**src/rtl/full_sub_reg_pkg.sv**
```systemverilog
// full_sub_reg_pkg
//   Shared constants for the registered ripple-borrow subtractor slice.
//   FSR_DEFAULT_WIDTH : default operand/difference width (classic 1-bit cell).
package full_sub_reg_pkg;

  localparam int unsigned FSR_DEFAULT_WIDTH = 1;

endpackage : full_sub_reg_pkg

```
**src/rtl/full_sub_reg_if.sv**
```systemverilog
// full_sub_reg_if
//   Operand/result bundle for full_sub_reg.
//   IN_VALID, A, B, B_I     : operands, driven by the master side.
//   OUT_VALID, D, B_O       : registered result, driven by the slave (subtractor).
//   master modport : producer of operands / consumer of results.
//   slave modport  : the subtractor itself.
interface full_sub_reg_if
  import full_sub_reg_pkg::*;
#(
  parameter int unsigned WIDTH = FSR_DEFAULT_WIDTH
);

  logic             IN_VALID;
  logic [WIDTH-1:0] A;
  logic [WIDTH-1:0] B;
  logic             B_I;
  logic             OUT_VALID;
  logic [WIDTH-1:0] D;
  logic             B_O;

  modport master (
    output IN_VALID, A, B, B_I,
    input  OUT_VALID, D, B_O
  );

  modport slave (
    input  IN_VALID, A, B, B_I,
    output OUT_VALID, D, B_O
  );

endinterface : full_sub_reg_if

```
**src/rtl/full_sub_bit.sv**
```systemverilog
// full_sub_bit
//   Combinational single-bit full subtractor cell: d = a - b - bin.
//   a, b  : minuend / subtrahend bit
//   bin   : borrow in
//   d     : difference bit
//   bout  : borrow out (set when a < b + bin)
module full_sub_bit (
  input  logic a,
  input  logic b,
  input  logic bin,
  output logic d,
  output logic bout
);

  assign d    = a ^ b ^ bin;
  assign bout = (~a & b) | (~(a ^ b) & bin);

endmodule : full_sub_bit

```
**src/rtl/full_sub_reg.sv**
```systemverilog
// full_sub_reg
//   Registered WIDTH-bit ripple-borrow subtractor: {B_O, D} = A - B - B_I.
//   CLK   : system clock, all state on rising edge
//   RST_N : synchronous active-low reset (clears D, B_O, OUT_VALID)
//   bus   : operand/result bundle (slave side)
//           IN_VALID/A/B/B_I in; OUT_VALID/D/B_O out, one cycle latency.
//   D and B_O hold their last value when no operand is presented;
//   OUT_VALID marks only freshly computed results.
module full_sub_reg
  import full_sub_reg_pkg::*;
#(
  parameter int unsigned WIDTH = FSR_DEFAULT_WIDTH
) (
  input  logic           CLK,
  input  logic           RST_N,
  full_sub_reg_if.slave  bus
);

  logic [WIDTH:0]   w_borrow;
  logic [WIDTH-1:0] w_diff;

  logic [WIDTH-1:0] r_d;
  logic             r_b_o;
  logic             r_out_valid;

  assign w_borrow[0] = bus.B_I;

  // Borrow ripples LSB to MSB; each cell feeds the next cell's bin.
  for (genvar gi = 0; gi < WIDTH; gi++) begin : g_bit
    full_sub_bit u_bit (
      .a    (bus.A[gi]),
      .b    (bus.B[gi]),
      .bin  (w_borrow[gi]),
      .d    (w_diff[gi]),
      .bout (w_borrow[gi+1])
    );
  end

  always_ff @(posedge CLK) begin
    if (!RST_N) begin
      r_d         <= '0;
      r_b_o       <= 1'b0;
      r_out_valid <= 1'b0;
    end else begin
      r_out_valid <= bus.IN_VALID;
      if (bus.IN_VALID) begin
        r_d   <= w_diff;
        r_b_o <= w_borrow[WIDTH];
      end
    end
  end

  assign bus.D         = r_d;
  assign bus.B_O       = r_b_o;
  assign bus.OUT_VALID = r_out_valid;

endmodule : full_sub_reg

```
**src/flat_wrapper.sv**
```systemverilog
// flat-port wrapper written by rule: the top's interface ports become plain ports
module full_sub_reg_flat import full_sub_reg_pkg::*;
#(
  parameter int unsigned WIDTH = FSR_DEFAULT_WIDTH
)
  (CLK, RST_N, bus_IN_VALID, bus_A, bus_B, bus_B_I, bus_OUT_VALID, bus_D, bus_B_O);
  full_sub_reg_if #(.WIDTH(WIDTH)) bus_i ();
  input  logic CLK;
  input  logic RST_N;
  input wire logic [$bits(bus_i.IN_VALID)-1:0] bus_IN_VALID;
  input wire logic [$bits(bus_i.A)-1:0] bus_A;
  input wire logic [$bits(bus_i.B)-1:0] bus_B;
  input wire logic [$bits(bus_i.B_I)-1:0] bus_B_I;
  output wire logic [$bits(bus_i.OUT_VALID)-1:0] bus_OUT_VALID;
  output wire logic [$bits(bus_i.D)-1:0] bus_D;
  output wire logic [$bits(bus_i.B_O)-1:0] bus_B_O;
  assign bus_i.IN_VALID = bus_IN_VALID;
  assign bus_i.A = bus_A;
  assign bus_i.B = bus_B;
  assign bus_i.B_I = bus_B_I;
  assign bus_OUT_VALID = bus_i.OUT_VALID;
  assign bus_D = bus_i.D;
  assign bus_B_O = bus_i.B_O;
  full_sub_reg #(.WIDTH(WIDTH)) u_core (.CLK(CLK), .RST_N(RST_N), .bus(bus_i));
endmodule
```
**config.mk**
```make
export PLATFORM = sky130hd
export DESIGN_NAME = full_sub_reg_flat
export DESIGN_NICKNAME = d
export VERILOG_FILES = /design/src/rtl/full_sub_reg_pkg.sv /design/src/rtl/full_sub_reg_if.sv /design/src/rtl/full_sub_bit.sv /design/src/rtl/full_sub_reg.sv /design/src/flat_wrapper.sv
export SDC_FILE = /design/constraint.sdc
export NUM_CORES = 1
export LEC_CHECK = 0
export CAP_MARGIN = 20
export CORE_AREA = 2 2 39 41
export CTS_CLUSTER_DIAMETER = 200
export DETAILED_ROUTE_END_ITERATION = 16
export DIE_AREA = 0 0 41 43
export PLACE_DENSITY = 0.36
export REMOVE_ABC_BUFFERS = 1
export SLEW_MARGIN = 20
export SYNTH_ARGS = -nofsm -noshare
export SYNTH_HDL_FRONTEND = slang
export SYNTH_SLANG_ARGS = --single-unit
```
**constraint.sdc**
```tcl
create_clock -name CLK -period 1 [get_ports CLK]
set_input_delay 0.2 -clock CLK [delete_from_list [all_inputs] [get_ports CLK]]
set_output_delay 0.2 -clock CLK [all_outputs]
set_load 0.05 [all_outputs]
```
==> summary.md <==
| Metric | Value |
|---|---|
| Count of boundary I/O pins | `9` |
| Worst-case clock buffer depth | `2` |
| Fraction of layout cells with a size suffix above 1 | `34.8%` |
| CTS Hold Buffers Added | `0` |
| Final Hold Slack | `537 ps` |
| Path type of the worst min-delay path | `reg2reg` |
| Total Neg Setup Slack | `0 ps` |
| Area of all placed cells without fillers | `279 sq um` |
| Register bit count reported by yosys | `3` |
| Mapped Area | `125 sq um` |
| Run status | `finished clean` |
| Avg Cell Area, Syn | `11.4 sq um` |
| Port bufs | `8` |
| Total of warnings raised by yosys | `0` |
| Power per cell area | `1620 nW/um^2` |
| Number of pins with negative max-slew slack in the final report | `0` |
| Final critical delay including setup and external delays | `975 ps` |
| Ratio of final minimum period to clock period | `97.5%` |
| Clock-pin transition on the worst setup and hold timing paths | `40 ps` |
| Launching element type of the critical path | `input pin` |
| Worst max-slew margin expressed relative to the limit | `91.2%` |
| Count of maximum capacitance violations | `0` |
| Number of remaining DRC errors | `0` |
| HP Start | `u_core.bus.B_O` |
| Clk Latency, worst-skew pair | `230 ps` |
| Final Hold Viols | `0` |
| Via count of the first global-routing pass | `139` |
| Clock tree root buffer cell | `sky130_fd_sc_hd__clkbuf_4` |
| Number of enable flip-flop cells after synthesis | `0` |
| Cells on worst reg2reg path | `2` |
| Y dimension of the die | `43 um` |
| Cell with the most instances after synthesis | `sky130_fd_sc_hd__dfxtp_1` |
| Final worst clock skew | `0 ps` |
| FILL cells | `154` |
| Data required time at the worst endpoint | `1120 ps` |
| Number of antenna violations at the first check in global routing | `0` |
| Pre-CTS worst setup slack | `-502 ps` |
| Number of design-rule violations left by the first detailed-router iteration | `4` |
| First-pass GRT wire length | `531 um` |
| Number of instances in the synthesized netlist | `11` |
| Vias per cell | `3.03` |
| Setup slack of the critical path after layout | `24.6 ps` |
| Peak VDD IR | `274 uV` |
| Relative area change from synthesis to final layout | `123%` |
| Top area cells in the synthesized netlist | `sky130_fd_sc_hd__dfxtp_1 (48%), sky130_fd_sc_hd__fa_1 (16%), sky130_fd_sc_hd__mux2i_1 (8.0%)` |
| Number of iterations in the first detailed-routing pass | `2` |
| Top cell types by occurrence after synthesis | `sky130_fd_sc_hd__dfxtp_1 (3), sky130_fd_sc_hd__inv_1 (2)` |
| Remaining antenna violation count | `0` |
| Post-placement cell area | `255 sq um` |
| Worst slew pin tran | `128 ps` |
| Worst Path Max Fanout | `1` |
| End of the worst register-to-register path | `u_core.bus.D` |
| Most area-hungry cell type in the Yosys netlist | `sky130_fd_sc_hd__dfxtp_1` |
| Net total in the final layout | `31` |
| Global placer's final weighted congestion | `0.547` |
| CTS H-tree lvls | `1` |
| RSZ-0062 raised after global routing | `false` |
| Pin count of the biggest net entering global routing | `5` |
| Number of antenna cells inserted | `0` |
| Async set-reset flop share out of synthesis | `0%` |
| Wire length after detailed routing | `279 um` |
| WS Path Type | `in2reg` |
| Post-synth top area share | `48.0%` |
| Starting density of the core | `9.04%` |
| Final setup fails | `0` |
| Global route overflow | `0` |
| Critical register-to-register path startpoint | `u_core.bus.D` |
| Worst hold endpoint | `u_core.bus.B_O` |
| Die Footprint | `1760 sq um` |
| Vias | `118` |
| Achievable frequency | `1.03 GHz` |
| TritonCTS buffer count | `3` |
| Die extent in x | `41 um` |
| Part of the Yosys area used for sequential elements | `48.0%` |
| Wire length per cell | `7.15 um` |
| Synth Flop Type | `sky130_fd_sc_hd__dfxtp_1` |
| Leakage power | `0.129 nW` |
| Count of different cell masters after synthesis | `8` |
| Clk sink count | `3` |
| Worst reg2reg setup slack | `360 ps` |
| Std-Cell Rows | `14` |
| Floorplan core area | `1380 sq um` |
| Number of cells traversed by the worst hold path | `1` |
| Arrival time of data at the critical path endpoint | `1090 ps` |
| Overall fraction of global-route tracks in use | `5.53%` |
| CTS tree | `yes` |
| Kind of end point of the critical path | `flop` |
## layout make-up
type / count / area (sq um) / share of cell area, %
clock buffer: 4 / 26.3 / 9.42
inverter: 2 / 7.51 / 2.69
multi-input combinational: 6 / 57.6 / 20.6
sequential: 3 / 60.1 / 21.5
tap: 16 / 20.0 / 7.17
timing repair buffer: 8 / 108 / 38.6
## flip-flops by register name, indices dropped and copies added, names as in the netlist
name and flops:
u_core.bus.OUT_VALID 1, u_core.bus.D 1, u_core.bus.B_O 1
## how the worst max path moves through the flow
| stage | depth (start not counted) | startpoint | endpoint | slack [ps] |
|---|---|---|---|---|
| after floorplan | 4 | bus_B | u_core.bus.D | 10 |
| after detailed placement | 5 | bus_B | u_core.bus.D | -500 |
| after global placement | 5 | bus_B | u_core.bus.D | -470 |
| after CTS | 5 | bus_B_I | u_core.bus.D | 5 |
| after global routing | 1 | u_core.bus.D | bus_D | 8 |
| final | 4 | bus_A | u_core.bus.D | 20 |
## worst max-delay path, cell delays in order
cell and delay (ps):
sky130_fd_sc_hd__dlygate4sd2_1 240, sky130_fd_sc_hd__fa_1 440, sky130_fd_sc_hd__mux2i_1 150, sky130_fd_sc_hd__nor2b_1 60
## metrics by stage
| stage | util, % | instances | power, mW |
|---|---|---|---|
| after floorplan | - | 11 | 0.184 |
| after global placement | 18.4 | 35 | 0.249 |
| after detailed placement | 18.4 | 35 | 0.252 |
| after CTS | 20.1 | 39 | 0.464 |
| after global routing | 20.2 | 39 | 0.492 |
| final | 20.2 | 39 | 0.452 |
## repair_timing
action,4_1_cts,5_1_grt
endpoints found under the setup margin,2,1
buffers inserted,0,0
pin swaps,1,0
gates resized for setup,3,2
## placed cells by master, fill, tap and decap left out, types with 2 or more instances in the layout
master	instances
sky130_fd_sc_hd__buf_12	3
sky130_fd_sc_hd__clkbuf_4	3
sky130_fd_sc_hd__clkdlybuf4s50_1	2
sky130_fd_sc_hd__dfxtp_1	3
sky130_fd_sc_hd__dlygate4sd2_1	2
## layer usage
metal / share of wire, % / track usage, % / routed length (um)
met1: 42 / 4.85 / 118
met2: 41 / 4.69 / 113
met3: 17 / 6.81 / 47
met4: 0 / 8.00 / 0
met5: 0 / 0 / 0
## where the power goes
group          leakage (nW)  internal (mW)  switching (mW)
Clock                0.0150          0.149          0.0573
Sequential           0.0249          0.130         0.00861
Combinational        0.0891         0.0577          0.0493
## kinds of logic after synthesis
kind of cell             Yosys count  synth area share [%]
buffers and inverters              2                  6.00
AND/OR/NAND/NOR                    3                  14.0
flip-flops                         3                  48.0
adder cells (fa/ha/maj)            1                  16.0
AO/OA/AOI/OAI                      1                  8.00
multiplexers                       1                  8.00
Power figures use the tool's default switching activity.
